--- src/rtl/fetch_pkg.sv ---
// Shared types and default sizing for the instruction fetch stage.
package fetch_pkg;

   localparam int XLEN_DEF       = 32;
   localparam int RESET_PC_DEF   = 0;
   localparam int IMEM_DEPTH_DEF = 64;

   typedef enum logic [1:0] {
      S_BOOT  = 2'd0,
      S_RUN   = 2'd1,
      S_FAULT = 2'd2
   } fetch_state_t;

endpackage

--- src/rtl/fetch_unit_if_id_reg.sv ---
// IF/ID pipeline slot: holds one fetched instruction and its word address.
// Priority is flush, then load, then drain.
module if_id_reg
   import fetch_pkg::*;
#(
   parameter int XLEN = XLEN_DEF
) (
   input  logic            clk,
   input  logic            rst_n,
   input  logic            i_load,
   input  logic            i_drain,
   input  logic            i_flush,
   input  logic [XLEN-1:0] i_instr,
   input  logic [XLEN-1:0] i_pc,
   output logic            o_valid,
   output logic [XLEN-1:0] o_instr,
   output logic [XLEN-1:0] o_pc
);

   logic            r_valid;
   logic [XLEN-1:0] r_instr;
   logic [XLEN-1:0] r_pc;

   always_ff @(posedge clk) begin
      if (!rst_n) begin
         r_valid <= 1'b0;
         r_instr <= '0;
         r_pc    <= '0;
      end else if (i_flush) begin
         r_valid <= 1'b0;
      end else if (i_load) begin
         r_valid <= 1'b1;
         r_instr <= i_instr;
         r_pc    <= i_pc;
      end else if (i_drain) begin
         r_valid <= 1'b0;
      end
   end

   assign o_valid = r_valid;
   assign o_instr = r_instr;
   assign o_pc    = r_pc;

endmodule

--- src/rtl/fetch_unit.sv ---
// Instruction fetch stage: owns the PC, captures the combinational IMEM word
// into the IF/ID slot. Optional perf counters under FETCH_PERF_EN.
//
// state   | meaning
// S_BOOT  | one idle cycle after reset while the IMEM clears
// S_RUN   | normal sequential fetch
// S_FAULT | PC left the IMEM range; waits for a redirect
module fetch_unit
   import fetch_pkg::*;
#(
   parameter int XLEN       = XLEN_DEF,
   parameter int RESET_PC   = RESET_PC_DEF,
   parameter int IMEM_DEPTH = IMEM_DEPTH_DEF
) (
   input  logic            clk,
   input  logic            rst_n,
   output logic [XLEN-1:0] o_imem_addr,
   input  logic [XLEN-1:0] i_imem_rdata,
   input  logic            i_redirect_valid,
   input  logic [XLEN-1:0] i_redirect_pc,
   output logic            o_id_valid,
   input  logic            i_id_ready,
   output logic [XLEN-1:0] o_id_instr,
   output logic [XLEN-1:0] o_id_pc,
   output logic            o_fetch_fault
`ifdef FETCH_PERF_EN
   ,
   output logic [31:0]     o_perf_fetch_cnt,
   output logic [31:0]     o_perf_stall_cnt
`endif
);

   fetch_state_t    r_state;
   logic [XLEN-1:0] r_pc;
   logic            r_fault;

   logic w_valid;
   logic w_slot_free;
   logic w_in_range;
   logic w_run;
   logic w_accept;
   logic w_fault_hit;

   assign w_slot_free = !w_valid || i_id_ready;
   assign w_in_range  = (r_pc < XLEN'(IMEM_DEPTH));
   assign w_run       = (r_state == S_RUN);
   assign w_accept    = w_run && w_slot_free && w_in_range;
   assign w_fault_hit = w_run && w_slot_free && !w_in_range;

   // Redirect outranks every state transition, including the boot cycle.
   always_ff @(posedge clk) begin
      if (!rst_n) begin
         r_state <= S_BOOT;
         r_pc    <= XLEN'(RESET_PC);
         r_fault <= 1'b0;
      end else if (i_redirect_valid) begin
         r_state <= S_RUN;
         r_pc    <= i_redirect_pc;
         r_fault <= 1'b0;
      end else begin
         case (r_state)
            S_BOOT: r_state <= S_RUN;
            S_RUN: begin
               if (w_accept) begin
                  r_pc <= r_pc + XLEN'(1);
               end else if (w_fault_hit) begin
                  r_fault <= 1'b1;
                  r_state <= S_FAULT;
               end
            end
            S_FAULT: r_state <= S_FAULT;
            default: r_state <= S_BOOT;
         endcase
      end
   end

   if_id_reg #(
      .XLEN (XLEN)
   ) u_if_id_reg (
      .clk     (clk),
      .rst_n   (rst_n),
      .i_load  (w_accept && !i_redirect_valid),
      .i_drain (w_valid && i_id_ready),
      .i_flush (i_redirect_valid),
      .i_instr (i_imem_rdata),
      .i_pc    (r_pc),
      .o_valid (w_valid),
      .o_instr (o_id_instr),
      .o_pc    (o_id_pc)
   );

   assign o_imem_addr   = r_pc;
   assign o_id_valid    = w_valid;
   assign o_fetch_fault = r_fault;

`ifdef FETCH_PERF_EN
   logic [31:0] r_perf_fetch_cnt;
   logic [31:0] r_perf_stall_cnt;

   always_ff @(posedge clk) begin
      if (!rst_n) begin
         r_perf_fetch_cnt <= '0;
         r_perf_stall_cnt <= '0;
      end else begin
         if (w_accept)
            r_perf_fetch_cnt <= r_perf_fetch_cnt + 32'd1;
         if (w_valid && !i_id_ready)
            r_perf_stall_cnt <= r_perf_stall_cnt + 32'd1;
      end
   end

   assign o_perf_fetch_cnt = r_perf_fetch_cnt;
   assign o_perf_stall_cnt = r_perf_stall_cnt;
`endif

endmodule

--- config.mk ---
export PLATFORM = sky130hd
export DESIGN_NAME = fetch_unit
export DESIGN_NICKNAME = d
export VERILOG_FILES = /design/src/rtl/fetch_pkg.sv /design/src/rtl/fetch_unit_if_id_reg.sv /design/src/rtl/fetch_unit.sv
export SDC_FILE = /design/constraint.sdc
export NUM_CORES = 1
export LEC_CHECK = 0
export BUFFER_PORTS_ARGS = -buffer_cell sky130_fd_sc_hd__clkbuf_2
export CAP_MARGIN = 20
export CORE_ASPECT_RATIO = 1.1
export CORE_MARGIN = 5
export CORE_UTILIZATION = 49
export CTS_BUF_LIST = sky130_fd_sc_hd__clkbuf_8
export DETAILED_ROUTE_END_ITERATION = 8
export PLACE_DENSITY = 0.82
export SLEW_MARGIN = 0
export SYNTH_ARGS = -nofsm -noshare
export SYNTH_HDL_FRONTEND = slang
export SYNTH_SLANG_ARGS = --single-unit
--- constraint.sdc ---
create_clock -name clk -period 2.3 [get_ports clk]
set_input_delay 0.46 -clock clk [delete_from_list [all_inputs] [get_ports clk]]
set_output_delay 0.46 -clock clk [all_outputs]
set_load 0.02 [all_outputs]
; ---- Yosys cells after proc, flatten, opt, wreduce, memory -nomap -nowiden
; Cells that the tools add are included.
[totals]
ff_bits = 100
in_bits = 68
output_inout_bits = 98
elab_cells = 46
[classes]
n_addsub = 1
order_cmp = 1
eq_ne = 6
n_mux = 9
n_bitwise = 3
reduce_logical = 19
[ops]
columns = cell, n
row1 = $mux 32, 3
row2 = $add 32x1->32 const B, 1
row3 = $lt 32x7->1 const B, 1
row4 = $reduce_and 2->1, 4
row5 = $pmux 2 s3, 1
row6 = $reduce_bool 2->1, 3
row7 = $logic_and 1x1->1, 5
row8 = $mux 2, 2
row9 = $logic_not 1->1, 3
row10 = $mux 1, 3
row11 = $ne 3x2->1 const B, 1
row12 = $ne 3x3->1 const B, 1
row13 = $not 1->1, 3
row14 = $reduce_and 3->1, 1
row15 = $eq 2x1->1 const B, 1
row16 = $eq 2x2->1 const B, 1
row17 = $logic_not 2->1, 1
row18 = $ne 2x1->1 const B, 1
row19 = $ne 2x2->1 const B, 1
row20 = $reduce_or 2->1, 1
row21 = $logic_or 1x1->1, 1

; ---- Depth between registers and ports, before layout
[logic_depth]
depth_word = 8
depth_mapped = 8
mapped_depth_nobuf = 6

; ---- By module
; Synthesis repeated with hierarchy kept, for this count alone.
[unflattened]
cells_unflattened = 458
hier_area_um2 = 4400.5
[modules_own_cells]
columns = mod, instances, cells_per_inst, area_each_um2, seq_area_each_um2
row1 = if_id_reg, 1, 282, 2670.1, 1301.2
row2 = fetch_unit, 1, 176, 1730.4, 700.7

; ---- Worst setup path before layout
; OpenSTA, ideal clock, no wires.
[synth_path]
kind = reg-to-reg
startpoint = register r_pc[22] (netlist: o_imem_addr[22])
endpoint = register u_if_id_reg.r_pc[0] (netlist: u_if_id_reg.o_pc[0])
t_arrival_ns = 1.685
required_ns = 2.230
slack_ns = 0.545
stages_incl_launch_ff = 8
path_buffers = 2
period_less_slack_ns = 1.755
cell_sequence = dfxtp_1 -> nor4_2 -> nand4_2 -> nor4_4 -> buf_6 -> buf_6 -> nand2_1 -> a21boi_1
[synth_between]
elab_chain_cells = 4
[synth_lines]
columns = element, line
row1 = from (decl), fetch_unit.sv:34  ; logic [XLEN-1:0] r_pc;
row2 = from (signal assigned), fetch_unit.sv:54  ; r_pc <= XLEN'(RESET_PC);
row3 = from (signal assigned), fetch_unit.sv:58  ; r_pc <= i_redirect_pc;
row4 = from (signal assigned), fetch_unit.sv:65  ; r_pc <= r_pc + XLEN'(1);
row5 = $lt 32x7->1, fetch_unit.sv:45  ; assign w_in_range = (r_pc < XLEN'(IMEM_DEPTH));
row6 = $logic_and 1x1->1, fetch_unit.sv:47  ; assign w_accept = w_run && w_slot_free && w_in_range;
row7 = $logic_and 1x1->1, fetch_unit.sv:82  ; .i_load (w_accept && !i_redirect_valid),
row8 = $reduce_and 2->1 (no source line), n/a
row9 = to (signal assigned), fetch_unit_if_id_reg.sv:34  ; r_pc <= i_pc;
row10 = to (decl), fetch_unit_if_id_reg.sv:22  ; logic [XLEN-1:0] r_pc;
; Every way passes these cells.
; A chain may end at the register's enable or synchronous reset.

; ---- Worst setup path after layout
[layout_path]
startpoint = register r_pc[22] (netlist: o_imem_addr[22])
endpoint = register r_state[1]
[layout_between]
elab_chain_cells = 5
[layout_lines]
columns = element, line
row1 = $lt 32x7->1 *, fetch_unit.sv:45
row2 = $logic_not 1->1, fetch_unit.sv:48  ; assign w_fault_hit = w_run && w_slot_free && !w_in_range;
row3 = $logic_and 1x1->1, fetch_unit.sv:48
row4 = $ne 2x1->1 (no source line), n/a
row5 = $reduce_and 2->1 (no source line) *, n/a
row6 = to (signal assigned), fetch_unit.sv:53  ; r_state <= S_BOOT;
row7 = to (signal assigned), fetch_unit.sv:57  ; r_state <= S_RUN;
row8 = to (signal assigned), fetch_unit.sv:62  ; S_BOOT: r_state <= S_RUN;
row9 = to (decl), fetch_unit.sv:33  ; fetch_state_t r_state;
; Mark *: on every way between the ends. The rest lies on a longest branch, timed or not.

==> summary.txt <==
Floorplan
  – I/O Pins: 166
  – Rows: 33
  – Die ar.: 9520 µm²
  – Chip Height: 102 µm
  – Die width: 93.5 µm
  – Core Box Area: 7470 µm²
  – Initial Util: 50.3%

Pwr
  – Clock share of power: 33.5%
  – Net load switching power: 0.000833 W
  – Power density cells: 657 nW/µm²
  – Combinational share of power: 9.8%
  – P_int: 0.00236 W
  – Net switching share of the total power: 26.1%
  – Flop pwr share: 56.7%
  – LEAKAGE: 2.32 nW
  – Maximum vdd drop: 0.404 mV

Final layout
  – Multi-input logic area: 1620 µm²
  – Diode count: 0
  – Final Cell Area: 4850 µm²
  – Layout cells sized above 1: 36.0%
  – Area grow syn2layout: 29.1%
  – Fillers: 637
  – Most frequent cells in the layout: clkbuf_2, dfxtp_1, nand2_1
  – Reg area: 2000 µm²
  – Final Net Count: 611
  – Commonest non-fill, non-tap cell in the layout: clkbuf_2

Clock tree
  – Postcts setup bufs: 0
  – Clk root buf: clkbuf_8
  – Longest Clk Path Bufs: 2
  – CTS Buf Count: 9
  – Htree depth: 3
  – Clk slew on worst S/H paths: 0.10 ns
  – CTS tree: yes
  – Cts hold-fix bufs: 0
  – Skew-Pair Late Insertion Delay: 0.36 ns
  – Cts repair resizes: 0
  – Sink Count: 100

Worst setup path
  – Reg2reg path depth: 5
  – Worst path slowest cell: o32ai_1
  – CP startpoint kind: flip-flop
  – Critical Path RT: 2.55 ns
  – Crit path from: o_imem_addr[22]$_SDFFE_PN0P_
  – Arr. time, crit path: 2.14 ns
  – Crit path depth: 5
  – FF-to-FF End: r_state[1]$_SDFFE_PP0P_
  – Max Fanout on Critical Path: 3
  – CP top delay family: simple AND/OR/NAND/NOR gates
  – FF-to-FF setup slack: 0.41 ns
  – Setup crit end kind: flip-flop
  – Worst Path Buf+Inv: 0
  – Crit path kind: flip-flop to flip-flop
  – CP max stage delay: 0.53 ns
  – Worst reg2reg path startpoint: o_imem_addr[22]$_SDFFE_PN0P_
  – Crit-path cells: nor4_2, nand4_2, o32ai_1, mux2i_1, nor2_1
  – Worst setup endpoint: r_state[1]$_SDFFE_PP0P_

STA
  – Fmax: 530 MHz
  – Final Hold Fails: 0
  – Fin crit share: 82.1%
  – Final Setup Violations: 0
  – Setup_tns: 0 ns
  – Slew Limit Fails: 0
  – RSZ-0062 raised after global routing: false
  – Slew margin rel.: 61.6%
  – Min Tclk post-route: 1.89 ns
  – Worst Max-Slew Pin Slew: 0.576 ns
  – Final clock skew: 0.0152 ns

Detailed routing
  – DRC: 0
  – Final wirelength: 8.87 mm
  – Antenna viol nets, final: 0
  – Initial DRC Count: 95
  – Via Count: 3149
  – Wire per inst: 13.6 µm
  – Via/cell ratio: 4.84
  – Pre-Repair DR Iteration Count: 4

Global route
  – Vias in the first global route: 3063
  – Largest net degree at the start of global routing: 65
  – GR Overflow Total: 0
  – First-pass GRT wire length: 14.4 mm
  – Initial antenna violation count: 0
  – Total track usage: 18.8%

Place
  – HPWL after detailed placement: 6.68 mm
  – DP Area: 4660 µm²
  – IO buf count: 165
  – Gpl congestion: 0.759

Synth
  – Yosys top cell by area: dfxtp_1
  – Yosys warns: 0
  – Synth Flop Type: dfxtp_1
  – EDFF count, synth: 0
  – Syn Nets: 454
  – Post-synth cell types: 34
  – Sequential share of the synthesized area: 53.3%
  – Mapped Cells: 383
  – Async SR Flop Fraction: 0%
  – Synthesized area per cell: 9.81 µm²
  – Top area cells in the synthesized netlist: dfxtp_1, nand2_1, mux2i_1
  – Seq cells post-synth: 100
  – Post-synth top area share: 53.3%
  – Post-Syn Area: 3760 µm²

Outcome
  – Outcome: finished clean

Hold path
  – Worst min path class: primary input to flip-flop

Run
  – Max cap viols: 0
[cell type report]
type	count	area share, %
clock buffers	10	2.84
clock inverters	6	1.16
inverters	4	0.310
multi-input cells	253	33.4
flip-flops and latches	100	41.3
well taps	105	2.71
repair buffers	172	18.4
[layer usage]
metal / GRT usage, % / part of all wire, % / wire [µm]
met1: 22.9 / 44 / 3890
met2: 30.7 / 45 / 3990
met3: 7.73 / 9.9 / 880
met4: 5.52 / 1.2 / 107
met5: 0 / 0 / 0
[cells by family after synthesis]
family | after synthesis | share of synthesized area, %
fa+ha+maj | 3 | 0.999
mux | 27 | 7.20
xor+xnor | 1 | 0.233
simple gates | 168 | 24.5
compound gates | 54 | 10.2
buf+inv | 30 | 3.63
flops | 100 | 53.3
[metrics by stage]
step	hold WS (ns)	power, W	setup slack [ns]	util, %	std cells
finish	0.312	0.00319	0.413	64.9	650
global route	0.292	0.00336	0.191	64.9	650
CTS	0.299	0.00323	0.394	64.9	650
detailed placement	0.442	0.00216	0.369	62.3	634
global placement	0.436	0.00216	0.460	62.3	634
floorplan	0.463	0.00203	0.545	-	383
[synth_stat cells, types with 2 or more instances]
cell and number:
a21boi_0 11, nand2_1 79, inv_1 4, nand4_2 2, and4_1 3, a21boi_1 27, and3_1 31, nand3_1 5
dfxtp_1 100, nor4_4 2, nand4_1 5, mux2i_1 27, nor2b_1 25, ha_1 3, a21oi_1 4, nor4_1 2
buf_1 2, clkbuf_1 20, nor2_1 4, o21ai_0 6, nor3_1 2, buf_6 3, a211oi_1 3, nor4_2 3
[sequential cells by signal, indices dropped and copies added (netlist names)]
signal               count
o_fetch_fault            1
u_if_id_reg.o_valid      1
o_imem_addr             32
u_if_id_reg.o_pc        32
u_if_id_reg.o_instr     32
r_state                  2
[power groups by stage]
stage          combinational (W)  clock [W]  sequential [W]
2_1_floorplan           0.000147          0         0.00189
3_3_place_gp            0.000311          0         0.00185
4_1_cts                 0.000319    0.00110         0.00181
6_report                0.000314    0.00107         0.00181
5_1_grt                 0.000346    0.00120         0.00181
3_5_place_dp            0.000318          0         0.00185
[worst register-to-register path, stage by stage (launching register included)]
cell and delay [ns]:
dfxtp_1 0.35, nor4_2 0.34, nand4_2 0.26, o32ai_1 0.53
mux2i_1 0.25, nor2_1 0.05
[worst min-delay path by stage]
stage	depth (start not counted)	startpoint	to	slack [ns]
floorplan	2	r_state[1]$_SDFFE_PP0P_	r_state[1]$_SDFFE_PP0P_	0.46
global placement	2	u_if_id_reg.o_instr[15]$_SDFFE_PN0P_	u_if_id_reg.o_instr[15]$_SDFFE_PN0P_	0.44
detailed placement	2	u_if_id_reg.o_instr[7]$_SDFFE_PN0P_	u_if_id_reg.o_instr[7]$_SDFFE_PN0P_	0.44
CTS	3	i_imem_rdata[23]	u_if_id_reg.o_instr[23]$_SDFFE_PN0P_	0.30
global route	3	i_imem_rdata[27]	u_if_id_reg.o_instr[27]$_SDFFE_PN0P_	0.29
finish	3	i_imem_rdata[23]	u_if_id_reg.o_instr[23]$_SDFFE_PN0P_	0.31
Power figures use the tool's default switching activity.
